$ cat src/rtl/ps2_pkg.sv
// ps2_pkg: shared types and constants for the PS/2 receiver.
// Frame: start, 8 data bits LSB first, odd parity, stop.
package ps2_pkg;

    typedef enum logic [1:0] {
        IDLE,
        DATA,
        PARITY,
        STOP
    } ps2_state_t;

    localparam logic [7:0] PS2_BREAK      = 8'hF0;
    localparam logic [7:0] PS2_SHIFT      = 8'h12;
    localparam int         PS2_FRAME_BITS = 11;

endpackage

$ cat src/rtl/ps2_edge_filter.sv
// ps2_edge_filter: synchronises the PS/2 pins and deglitches the clock.
// Ports: clk, rst (sync, active low), ps2_clk/ps2_data (raw pins),
//        fall (1-cycle strobe on filtered clock 1->0),
//        data_s (synchronised, unfiltered data).
module ps2_edge_filter
    import ps2_pkg::*;
#(
    parameter int SYNC_STAGES = 2,
    parameter int FILTER_LEN  = 8
) (
    input  logic clk,
    input  logic rst,
    input  logic ps2_clk,
    input  logic ps2_data,
    output logic fall,
    output logic data_s
);

    localparam int CW = $clog2(FILTER_LEN + 1);

    logic [SYNC_STAGES-1:0] r_clk_sync;
    logic [SYNC_STAGES-1:0] r_dat_sync;
    logic [CW-1:0]          r_cnt;
    logic                   r_filt;
    logic                   r_filt_q;
    logic                   r_fall;
    logic                   w_clk_s;

    assign w_clk_s = r_clk_sync[SYNC_STAGES-1];
    assign data_s  = r_dat_sync[SYNC_STAGES-1];
    assign fall    = r_fall;

    always_ff @(posedge clk) begin
        if (!rst) begin
            r_clk_sync <= '1;
            r_dat_sync <= '1;
            r_cnt      <= '0;
            r_filt     <= 1'b1;
            r_filt_q   <= 1'b1;
            r_fall     <= 1'b0;
        end else begin
            r_clk_sync <= {r_clk_sync[SYNC_STAGES-2:0], ps2_clk};
            r_dat_sync <= {r_dat_sync[SYNC_STAGES-2:0], ps2_data};
            r_filt_q   <= r_filt;
            // Strobe is registered once more so that the stop-bit edge
            // reaches the outputs SYNC_STAGES + FILTER_LEN + 2 clocks later.
            r_fall     <= r_filt_q & ~r_filt;
            // Any sample agreeing with the current level restarts the run.
            if (w_clk_s != r_filt) begin
                if (r_cnt == CW'(FILTER_LEN - 1)) begin
                    r_filt <= w_clk_s;
                    r_cnt  <= '0;
                end else begin
                    r_cnt <= r_cnt + 1'b1;
                end
            end else begin
                r_cnt <= '0;
            end
        end
    end

endmodule

$ cat src/rtl/ps2_rx.sv
// ps2_rx: PS/2 device-to-host receiver producing scancode bytes.
// Ports: clk (50 MHz), rst (sync, active low), ps2_clk/ps2_data (raw pins),
//        keyboard_data (last accepted byte, held), data_valid (1-cycle
//        pulse on update), frame_err (1-cycle pulse on parity/stop/timeout).
// Option: PS2_RX_BREAK_FILTER_EN turns F0 <code> into a single 8'h00 byte.
module ps2_rx
    import ps2_pkg::*;
#(
    parameter int SYNC_STAGES    = 2,
    parameter int FILTER_LEN     = 8,
    parameter int TIMEOUT_CYCLES = 50000
) (
    input  logic       clk,
    input  logic       rst,
    input  logic       ps2_clk,
    input  logic       ps2_data,
    output logic [7:0] keyboard_data,
    output logic       data_valid,
    output logic       frame_err
);

    localparam int TW = $clog2(TIMEOUT_CYCLES + 1);

    logic       w_fall;
    logic       w_data_s;
    logic       w_to_hit;
    logic       w_accept;

    ps2_state_t r_state;
    ps2_state_t w_state_nx;
    logic [7:0] r_shift;
    logic [7:0] w_shift_nx;
    logic [2:0] r_bit_cnt;
    logic [2:0] w_bit_cnt_nx;
    logic       r_par;
    logic       w_par_nx;
    logic [TW-1:0] r_to_cnt;
    logic [TW-1:0] w_to_cnt_nx;
    logic [7:0] r_kbd;
    logic [7:0] w_kbd_nx;
    logic       r_valid;
    logic       w_valid_nx;
    logic       r_err;
    logic       w_err_nx;
`ifdef PS2_RX_BREAK_FILTER_EN
    logic       r_brk;
    logic       w_brk_nx;
`endif

    ps2_edge_filter #(
        .SYNC_STAGES (SYNC_STAGES),
        .FILTER_LEN  (FILTER_LEN)
    ) u_filt (
        .clk      (clk),
        .rst      (rst),
        .ps2_clk  (ps2_clk),
        .ps2_data (ps2_data),
        .fall     (w_fall),
        .data_s   (w_data_s)
    );

    assign keyboard_data = r_kbd;
    assign data_valid    = r_valid;
    assign frame_err     = r_err;

    assign w_to_hit = (r_state != IDLE) &&
                      (r_to_cnt == TW'(TIMEOUT_CYCLES - 1));
    // Stop bit high and odd parity over data plus parity bit.
    assign w_accept = w_data_s && (^{r_shift, r_par});

    always_comb begin
        w_state_nx   = r_state;
        w_shift_nx   = r_shift;
        w_bit_cnt_nx = r_bit_cnt;
        w_par_nx     = r_par;
        w_kbd_nx     = r_kbd;
        w_valid_nx   = 1'b0;
        w_err_nx     = 1'b0;
`ifdef PS2_RX_BREAK_FILTER_EN
        w_brk_nx     = r_brk;
`endif

        if (r_state == IDLE || w_fall || w_to_hit) begin
            w_to_cnt_nx = '0;
        end else begin
            w_to_cnt_nx = r_to_cnt + 1'b1;
        end

        // A fall on the expiry cycle takes priority over the timeout.
        if (w_fall) begin
            unique case (r_state)
                IDLE: begin
                    if (!w_data_s) begin
                        w_state_nx   = DATA;
                        w_bit_cnt_nx = '0;
                    end
                end
                DATA: begin
                    w_shift_nx[r_bit_cnt] = w_data_s;
                    if (r_bit_cnt == 3'd7) begin
                        w_state_nx = PARITY;
                    end else begin
                        w_bit_cnt_nx = r_bit_cnt + 1'b1;
                    end
                end
                PARITY: begin
                    w_par_nx   = w_data_s;
                    w_state_nx = STOP;
                end
                STOP: begin
                    w_state_nx = IDLE;
                    if (w_accept) begin
`ifdef PS2_RX_BREAK_FILTER_EN
                        if (r_brk) begin
                            w_brk_nx   = 1'b0;
                            w_kbd_nx   = 8'h00;
                            w_valid_nx = 1'b1;
                        end else if (r_shift == PS2_BREAK) begin
                            w_brk_nx = 1'b1;
                        end else begin
                            w_kbd_nx   = r_shift;
                            w_valid_nx = 1'b1;
                        end
`else
                        w_kbd_nx   = r_shift;
                        w_valid_nx = 1'b1;
`endif
                    end else begin
                        w_err_nx = 1'b1;
`ifdef PS2_RX_BREAK_FILTER_EN
                        w_brk_nx = 1'b0;
`endif
                    end
                end
                default: w_state_nx = IDLE;
            endcase
        end else if (w_to_hit) begin
            w_state_nx = IDLE;
            w_err_nx   = 1'b1;
`ifdef PS2_RX_BREAK_FILTER_EN
            w_brk_nx   = 1'b0;
`endif
        end
    end

    always_ff @(posedge clk) begin
        if (!rst) begin
            r_state   <= IDLE;
            r_shift   <= '0;
            r_bit_cnt <= '0;
            r_par     <= 1'b0;
            r_to_cnt  <= '0;
            r_kbd     <= 8'h00;
            r_valid   <= 1'b0;
            r_err     <= 1'b0;
        end else begin
            r_state   <= w_state_nx;
            r_shift   <= w_shift_nx;
            r_bit_cnt <= w_bit_cnt_nx;
            r_par     <= w_par_nx;
            r_to_cnt  <= w_to_cnt_nx;
            r_kbd     <= w_kbd_nx;
            r_valid   <= w_valid_nx;
            r_err     <= w_err_nx;
        end
    end

`ifdef PS2_RX_BREAK_FILTER_EN
    always_ff @(posedge clk) begin
        if (!rst) begin
            r_brk <= 1'b0;
        end else begin
            r_brk <= w_brk_nx;
        end
    end
`endif

endmodule
$ cat config.mk
export PLATFORM = sky130hd
export DESIGN_NAME = ps2_rx
export DESIGN_NICKNAME = d
export VERILOG_FILES = /design/src/rtl/ps2_pkg.sv /design/src/rtl/ps2_edge_filter.sv /design/src/rtl/ps2_rx.sv
export SDC_FILE = /design/constraint.sdc
export NUM_CORES = 1
export LEC_CHECK = 0
export ABC_AREA = 1
export CORE_MARGIN = 2
export CORE_UTILIZATION = 50
export CTS_CLUSTER_DIAMETER = 30
export DETAILED_ROUTE_END_ITERATION = 8
export GPL_ROUTABILITY_DRIVEN = 0
export PLACE_DENSITY = 0.69
export SETUP_SLACK_MARGIN = 0.1
export SLEW_MARGIN = 20
export SYNTH_ARGS = -nofsm -noshare
export SYNTH_HDL_FRONTEND = slang
export SYNTH_HIERARCHICAL = 1
export SYNTH_SLANG_ARGS = --single-unit
$ cat constraint.sdc
create_clock -name clk -period 1.9 [get_ports clk]
set_input_delay 0.38 -clock clk [delete_from_list [all_inputs] [get_ports clk]]
set_output_delay 0.38 -clock clk [all_outputs]
set_load 0.02 [all_outputs]
### Yosys cells after proc, flatten, opt, wreduce, memory -nomap -nowiden

Cells that the tools add are included.

| storage, ports and cells | value |
|---|---|
| word-level logic and storage cells | 69 |
| bits of input ports | 4 |
| flip-flop bits (word level) | 51 |
| output and inout port bits | 10 |

| operators by class | value |
|---|---|
| muxes and demuxes | 16 |
| add/sub/neg operators | 3 |
| bitwise gates (word level) | 4 |
| magnitude comparators | 2 |
| reductions and logical operators | 19 |
| equality and inequality tests | 11 |

Operators with widths:

| kind | count |
|---|---|
| $add A16 B1 Y16 const B | 1 |
| $eq A16 B16 Y1 const B | 1 |
| $reduce_and A3 Y1 | 3 |
| $reduce_xor A9 Y1 | 1 |
| $bwmux W8 | 1 |
| $mux W2 | 4 |
| $pmux W2 S4 | 1 |
| $mux W1 | 6 |
| $mux W3 | 2 |
| $ne A3 B3 Y1 const B | 2 |
| $pmux W3 S2 | 1 |
| $reduce_and A2 Y1 | 3 |
| $reduce_bool A2 Y1 | 3 |
| $add A4 B1 Y4 const B | 1 |
| $eq A2 B2 Y1 const B | 2 |
| $eq A4 B3 Y1 const B | 1 |
| $lt A3 B4 Y1 const B | 1 |
| $ne A2 B2 Y1 const B | 2 |
| $reduce_and A4 Y1 | 1 |
| $add A3 B1 Y3 const B | 1 |
| $demux W1 S3 | 1 |
| $eq A3 B3 Y1 const B | 1 |
| $ge A3 B1 Y1 const B | 1 |
| $logic_and A1 B1 Y1 | 3 |
| other kinds (8) | 11 |

### Longest topological paths before layout

Gate-level depths: netlist of the first run.

| logic depth | value |
|---|---|
| depth after elaboration | 5 |
| depth in mapped cells | 14 |
| depth with buffers taken out | 12 |

### Modules after synthesis

The synthesis of the first run kept the hierarchy.

Modules (own cells, without submodules):

| module | area an instance (sq um) | sequential area each (sq um) | cells each | times used |
|---|---|---|---|---|
| ps2_rx | 2,119.5 | 800.8 | 317 | 1 |
| ps2_edge_filter | 374.1 | 220.2 | 39 | 1 |

### Worst setup path before layout of the first run

No wires, ideal clock.

| path | value |
|---|---|
| path kind | register to register |
| start | register r_state[0] |
| end | register r_to_cnt[15] |
| data required time | 1,783 ps |
| buffers on the path | 1 |
| stages on the path, launching flop included | 10 |
| library setup time | 117 ps |
| clock period less this slack | 1,590 ps |
| path slack | 310 ps |
| arrival time | 1,473 ps |
| path through | dfxtp_1 inv_1 ha_1 inv_1 nand4_1 nor3_1 nand3_1 nand4_1 buf_2 nor2_1 |

| on the way | value |
|---|---|
| longest elaborated chain between the ends | 4 |
| elaborated cells between the ends (all ways) | 6 |
| classes of those cells | reduce/logical: 6 |

RTL lines:

| element | line | text |
|---|---|---|
| start, declared | ps2_rx.sv:29 | `ps2_state_t r_state;` |
| start signal, assigned | ps2_rx.sv:157 | `r_state <= w_state_nx;` |
| $logic_not A2 Y1 or $reduce_bool A2 Y1 (tied branches) | ps2_rx.sv:83, ps2_rx.sv:66 |  |
| $logic_or A1 B1 Y1 or $logic_and A1 B1 Y1 (tied branches) | ps2_rx.sv:83, ps2_rx.sv:66 |  |
| $logic_or A1 B1 Y1 * | ps2_rx.sv:83 | `if (r_state == IDLE \|\| w_fall \|\| w_to_hit) begin` |
| $reduce_or A2 Y1 (no line) * | -- |  |
| end signal, assigned | ps2_rx.sv:161 | `r_to_cnt <= w_to_cnt_nx;` |
| end, declared | ps2_rx.sv:37 | `logic [TW-1:0] r_to_cnt;` |

Mark *: on every way between the ends. The rest lies on a longest branch, timed or not.
A chain may end at the register's enable or synchronous reset.

### Worst setup path after layout of the first run

| path | value |
|---|---|
| start | register r_kbd[3] (netlist: keyboard_data[3]) |
| end | output port keyboard_data[3] |

RTL lines:

| element | line | text |
|---|---|---|
| start, declared | ps2_rx.sv:39 | `logic [7:0] r_kbd;` |
| start signal, assigned | ps2_rx.sv:162 | `r_kbd <= w_kbd_nx;` |
| end, declared | ps2_rx.sv:17 | `output logic [7:0] keyboard_data,` |

No word-level cell between the ends.

==> metrics.csv, run 1 <==
metric;value;unit
delay of the slowest cell on the worst path;0.60;ns
Area contributors post-synth;sky130_fd_sc_hd__dfxtp_1 (41%), sky130_fd_sc_hd__nand2_1 (12%), sky130_fd_sc_hd__nor2_1 (8.1%), sky130_fd_sc_hd__inv_1 (7.8%), sky130_fd_sc_hd__a21oi_1 (4.2%);
buffers from clock root to sink, at most;2;
share of the synthesized area in the top cell type;40.9;%
main flop type after synthesis;sky130_fd_sc_hd__dfxtp_1;
post-synthesis average cell area;7.00;um^2
global route overflow;0;
CP Max Fanout;2;
Via density;4.78;
library cell occupying the most area in the post-synthesis netlist;sky130_fd_sc_hd__dfxtp_1;
Num CTS Buffers;5;
antenna violation net count after detailed routing;0;
area added between synthesis and finish;12.2;%
EDFF count, synth;0;
final sum of negative setup slack;0;ns
M1 GR Usage;21.0;%
Critical Path Start Type;flip-flop;
Initial Utilization;52.4;%
Std-Cell Core Area;0.00475;mm^2
cell class contributing the biggest share of worst-path delay;buffers and inverters;
nets in the synthesized netlist;368;
Final Skew;0.0119;ns
Maximum Capacitance Violations;0;
insertion delay of the later-clocked pin in the worst-skew pair;0.30;ns
cell area after synthesis;0.00249;mm^2
total power draw;1730;uW
most used standard cell by instance count after synthesis;sky130_fd_sc_hd__nand2_1;
total number of placement rows;25;
min-delay src;u_filt/r_clk_sync[0];
Lkg Pwr;0.00120;uW
slew at the pin closest to its max-slew limit;0.424;ns
Hold Path Class;flip-flop to flip-flop;
CTS tree;yes;
Via Count;2101;
overall global routing resource usage;17.2;%
WP buf/inv;1;
YS warnings;6;
placed cell area;0.00270;mm^2
antenna violations before repair;0;
DRC errors left;0;
critical path class;flip-flop to output pin;
first drt pass iteration count;4;
number of DRC violations after detailed-routing iteration 0;60;
height of the die;74.6;um
vias in the first global route;1834;
# hold bufs at CTS;0;
Sink Count;51;
final HPWL from detailed placement;3270;um
Cell Chain, Critical Path;clkdlybuf4s50_1;
FFs w/ async S/R, synth;0;%
start point of the critical path;keyboard_data[3];
die span in x;74.6;um
leading cell types by count after synthesis;sky130_fd_sc_hd__nand2_1 (80), sky130_fd_sc_hd__nor2_1 (54), sky130_fd_sc_hd__inv_1 (52);
met3 Track Usage GR;2.95;%
final non-filler cell area;0.00280;mm^2
number of antenna diodes;0;
full die area;0.00557;mm^2
max-slew violation count;0;
Data arrival, critical path;1.25;ns
Clock H-tree levels;2;
CP max stage cell;sky130_fd_sc_hd__clkdlybuf4s50_1;
sequential element share of the synthesized area;40.9;%
FMAX;612;MHz
Root Driver;sky130_fd_sc_hd__clkbuf_8;
global-route wire length before repair;7500;um
Yosys reg bits;51;
reg-to-reg startpoint;r_to_cnt[0];
data required time of the critical path;1.52;ns
post-synthesis instance total;356;
RSZ-0062 raised after global routing;false;
Final Cycle Share;86.0;%
largest net degree at the start of global routing;17;
clock-pin slew on the worst setup and hold paths;0.09;ns
number of ports placed on the die boundary;14;
Buffers on Ports;13;
busiest metal layer after global routing;met2;
status;finished, final reports clean;
post-route core utilization;58.8;%
Max-slew headroom;71.5;%
distinct cell type count after synthesis;29;
number of buffers added for setup after CTS;0;
final net count;385;
final hold viol count;0;
total power divided by cell area;618;mW/mm^2
final wirelength;4280;um
count of endpoints failing setup in the final report;0;
post-route minimum period;1.63;ns
met2 usage in global routing;30.1;%
Peak supply drop;0.496;mV
post-DR wirelength/cell;9.73;um
endpoint class of the critical path;output pin;
fraction of layout cells with a size suffix above 1;9.38;%
## worst reg2reg max path: cells and delay by family, from the launching register on
kind	cells	cell delay, ns
and+or+nand+nor	5	0.81
adders and majority gates	1	0.18
DFF	1	0.36
AOI/OAI and AO/OA	1	0.11
buffers and inverters	1	0.10
## state kept, by name, summed over array words and instances, names as in the netlist
| name | count |
|---|---|
| u_filt/r_dat_sync | 2 |
| data_valid | 1 |
| u_filt/r_filt_q | 1 |
| u_filt/r_clk_sync | 2 |
| u_filt/r_filt | 1 |
| r_state | 2 |
| r_to_cnt | 16 |
| frame_err | 1 |
| u_filt/fall | 1 |
| r_bit_cnt | 3 |
| r_shift | 8 |
| r_par | 1 |
| keyboard_data | 8 |
| u_filt/r_cnt | 4 |
## cell usage in the layout, fill, tap and decap left out, drive strengths merged, types with 5 or more instances in the layout
master / n
clkbuf: 6
clkdlybuf4s50: 13
o21ai: 13
nand3: 19
nand4: 10
dfxtp: 51
ha: 8
or2: 5
inv: 56
xor2: 6
a21oi: 21
nor2: 56
nand2: 84
nor3: 6
## stage by stage
stage                     cells  worst slack [ns]  hold WS, ns
after floorplan             356             0.310        0.393
after global placement      433             0.276        0.394
after detailed placement    433             0.231        0.400
after CTS                   440             0.212        0.421
after global routing        440             0.103        0.446
final                       440             0.267        0.421
## per-layer routing
layer / routed length [um] / vias to the layer above
met1: 2090 / 937
li1: - / 1143
met3: 102 / 5
met5: 0 / -
met2: 2030 / 16
met4: 59 / 0
## repair_timing
action,in CTS,in global routing
endpoints found under the setup margin,0,14
gates resized for setup,0,6
hold endpoints to repair,0,0
## final timing paths
path         depth (start not counted)  slack [ns]                    to
max                                  1        0.27      keyboard_data[3]
min                                  1        0.42  u_filt/r_clk_sync[1]
max reg2reg                          8        0.29          r_to_cnt[12]
min reg2reg                          1        0.42  u_filt/r_clk_sync[1]
## power by group
| part | switching, uW | total [uW] | internal (uW) |
|---|---|---|---|
| Clock | 338 | 625 | 286 |
| Combinational | 16.2 | 28.6 | 12.5 |
| Sequential | 3.20 | 1080 | 1070 |
| Total | 358 | 1730 | 1370 |
## final cells by class
cell class                 instances  area, um^2
inverter                          57         214
multi-input combinational        241        1220
clock buffer                       6        82.6
sequential                        51        1030
tap                               67        83.8
timing repair buffer              17         164
fill                             480        1960
clock inverter                     1        5.00
## kinds of logic after synthesis
family	share of synthesized area, %
AO/OA/AOI/OAI	7.73
XOR/XNOR	3.51
adder cells (fa/ha/maj)	4.01
buffers and inverters	10.1
flip-flops	40.9
AND/OR/NAND/NOR	33.7
Power figures use the tool's default switching activity.
==> inputs of run 2 (changes only) <==
--- a/config.mk
+++ b/config.mk
@@ -8,6 +8,7 @@
 export ABC_AREA = 1
 export CORE_MARGIN = 2
 export CORE_UTILIZATION = 50
+export CTS_BUF_LIST = sky130_fd_sc_hd__clkbuf_16
 export CTS_CLUSTER_DIAMETER = 30
 export DETAILED_ROUTE_END_ITERATION = 8
 export GPL_ROUTABILITY_DRIVEN = 0
==> run 2 against run 1 <==
Against the previous run:
- count of clock-buffer cells in the layout down 1
- non-clock buffer count up 1
- worst hold slack worse by 0.0072 ns
- flip-flop and latch count stayed put
- combinational power is essentially flat
- cell count rose by 0.23%
- critical path type is now flip-flop to flip-flop
==> metrics.csv, run 2 (synthesis gave the netlist of run 1 again) <==
metric;value;unit;change
status;finished, final reports clean;;unchanged
critical path class;flip-flop to flip-flop;;was flip-flop to output pin
total power divided by cell area;680;mW/mm^2;was 618 mW/mm^2
clock-pin slew on the worst setup and hold paths;0.06;ns;was 0.09 ns
RSZ-0062 raised after global routing;true;;was false
# hold bufs at CTS;0;;unchanged
post-route core utilization;60.1;%;was 58.8%
max-slew violation count;0;;unchanged
area added between synthesis and finish;14.6;%;was 12.2%
Num CTS Buffers;5;;unchanged
antenna violation net count after detailed routing;0;;unchanged
Largest Register;r_to_cnt;;unchanged
Data arrival, critical path;1.85;ns;was 1.25 ns
first drt pass iteration count;4;;unchanged
number of DRC violations after detailed-routing iteration 0;59;;was 60
Critical Path Start Type;flip-flop;;unchanged
Via density;4.82;;was 4.78
total number of placement rows;25;;unchanged
DRC errors left;0;;unchanged
flip-flop count of the largest register after layout;16;;unchanged
Final Skew;0.00654;ns;was 0.0119 ns
data required time of the critical path;2.12;ns;was 1.52 ns
slew at the pin closest to its max-slew limit;0.424;ns;about the same
fraction of layout cells with a size suffix above 1;9.63;%;was 9.38%
Switch Pwr;383;uW;was 358 uW
final sum of negative setup slack;0;ns;unchanged
number of ports placed on the die boundary;14;;unchanged
Final Cycle Share;85.8;%;was 86.0%
endpoint class of the critical path;flip-flop;;was output pin
count of endpoints failing setup in the final report;0;;unchanged
insertion delay of the later-clocked pin in the worst-skew pair;0.29;ns;was 0.30 ns
Max-slew headroom;71.5;%;about the same
sequential power share;55.4;%;was 62.2%
worst path setup slack after routing;0.269;ns;was 0.267 ns
overall global routing resource usage;17.9;%;was 17.2%
full die area;0.00557;mm^2;unchanged
final HPWL from detailed placement;3270;um;unchanged
Buffers on Ports;13;;unchanged
final hold viol count;0;;unchanged
Peak supply drop;0.491;mV;was 0.496 mV
Clock H-tree levels;2;;unchanged
Lkg Pwr;0.00122;uW;was 0.00120 uW
vias in the first global route;1857;;was 1834
antenna violations before repair;0;;unchanged
global route overflow;0;;unchanged
height of the die;74.6;um;unchanged
CP Max Fanout;3;;was 2
die span in x;74.6;um;unchanged
Std-Cell Core Area;0.00475;mm^2;unchanged
Root Driver;sky130_fd_sc_hd__clkbuf_16;;was sky130_fd_sc_hd__clkbuf_8
clock share of power;43.1;%;was 36.1%
commonest non-fill, non-tap cells in the layout;sky130_fd_sc_hd__nand2_1 (80), sky130_fd_sc_hd__nor2_1 (53), sky130_fd_sc_hd__inv_1 (52);;unchanged
Combinational Power Share;1.5;%;was 1.7%
cell-internal power;1560;uW;was 1370 uW
FMAX;613;MHz;was 612 MHz
buffers from clock root to sink, at most;2;;unchanged
final net count;386;;was 385
Via Count;2126;;was 2101
Maximum Capacitance Violations;0;;unchanged
FF+latch area;0.00103;mm^2;unchanged
number of antenna diodes;0;;unchanged
Initial Utilization;52.4;%;unchanged
final wirelength;4380;um;was 4280 um
multi-input combinational cell area;0.00123;mm^2;was 0.00122 mm^2
CTS tree;yes;;unchanged
leading cell type in the layout, fill and taps excluded;sky130_fd_sc_hd__nand2_1;;unchanged
post-route minimum period;1.63;ns;about the same
switching part of the total;19.7;%;was 20.7%
post-DR wirelength/cell;9.93;um;was 9.73 um
global-route wire length before repair;7710;um;was 7500 um
largest net degree at the start of global routing;17;;unchanged
fillers;467;;was 480
Hold Path Class;flip-flop to flip-flop;;unchanged
Sink Count;51;;unchanged
minimum setup slack after placement;0.231;ns;unchanged
[run 2: cell types whose count changed in the layout (fill, tap and decap cells not counted)]
cell	previous run	this run
sky130_fd_sc_hd__nor3_1	5	4
sky130_fd_sc_hd__buf_4	3	4
sky130_fd_sc_hd__nor3_2	1	2
sky130_fd_sc_hd__clkbuf_8	6	0
sky130_fd_sc_hd__clkinv_1	1	2
sky130_fd_sc_hd__clkbuf_16	0	5
[run 2: metal layers]
| metal | vias up | routed length (um) | global-route usage, % |
|---|---|---|---|
| met3 | 8 | 126 | 4.95 |
| met5 | - | 0 | 0 |
| met4 | 0 | 63 | 6.35 |
| met2 | 17 | 2090 | 30.9 |
| li1 | 1149 | - | - |
| met1 | 952 | 2100 | 21.3 |
[run 2: what timing repair did]
item,CTS,global route
hold endpoints to repair,0,0
setup endpoints to repair,0,19
gates resized for setup,0,7
buffers inserted,0,1
[run 2: per-stage QoR]
stage | total power, uW | hold WS (ns) | cells | instance area (um^2)
global placement | 1130 | 0.394 | 433 | 2700
detailed placement | 1130 | 0.400 | 433 | 2700
CTS | 1980 | 0.415 | 440 | 2830
floorplan | 1120 | 0.393 | 356 | 2490
finish | 1940 | 0.414 | 441 | 2860
global route | 2020 | 0.442 | 441 | 2860
[run 2: final timing paths]
kind	start	to	slack, ns	cells past startpoint
max	r_state[0]	r_state[0]	0.27	11
min	u_filt/r_clk_sync[0]	u_filt/r_clk_sync[1]	0.41	1
max reg2reg	r_state[0]	r_state[0]	0.27	11
min reg2reg	u_filt/r_clk_sync[0]	u_filt/r_clk_sync[1]	0.41	1
[run 2: power groups by stage]
stage / logic, uW / clock network [uW] / registers (uW)
floorplan: 16.7 / 0 / 1100
global placement: 28.5 / 0 / 1100
detailed placement: 28.5 / 0 / 1100
CTS: 28.6 / 870 / 1080
global route: 32.0 / 907 / 1080
finish: 28.6 / 837 / 1080
[run 2: critical path, cell delays in order (launching register included)]
cell and delay (ns):
sky130_fd_sc_hd__dfxtp_2 0.34, sky130_fd_sc_hd__inv_1 0.07, sky130_fd_sc_hd__ha_1 0.22, sky130_fd_sc_hd__inv_1 0.09, sky130_fd_sc_hd__nand4_1 0.10, sky130_fd_sc_hd__nor3_2 0.18, sky130_fd_sc_hd__nand3_1 0.13, sky130_fd_sc_hd__nor2_2 0.16
sky130_fd_sc_hd__nor2_1 0.08, sky130_fd_sc_hd__nand2_1 0.06, sky130_fd_sc_hd__nand2_1 0.04, sky130_fd_sc_hd__nor2_1 0.09
[run 2: area by class of cell]
type                    instances  area share (%)
clock buffers                   5            4.38
clock inverters                 2           0.307
inverters                      57            7.49
multi-input cells             241            43.0
flip-flops and latches         51            35.9
well taps                      67            2.93
repair buffers                 18            6.00
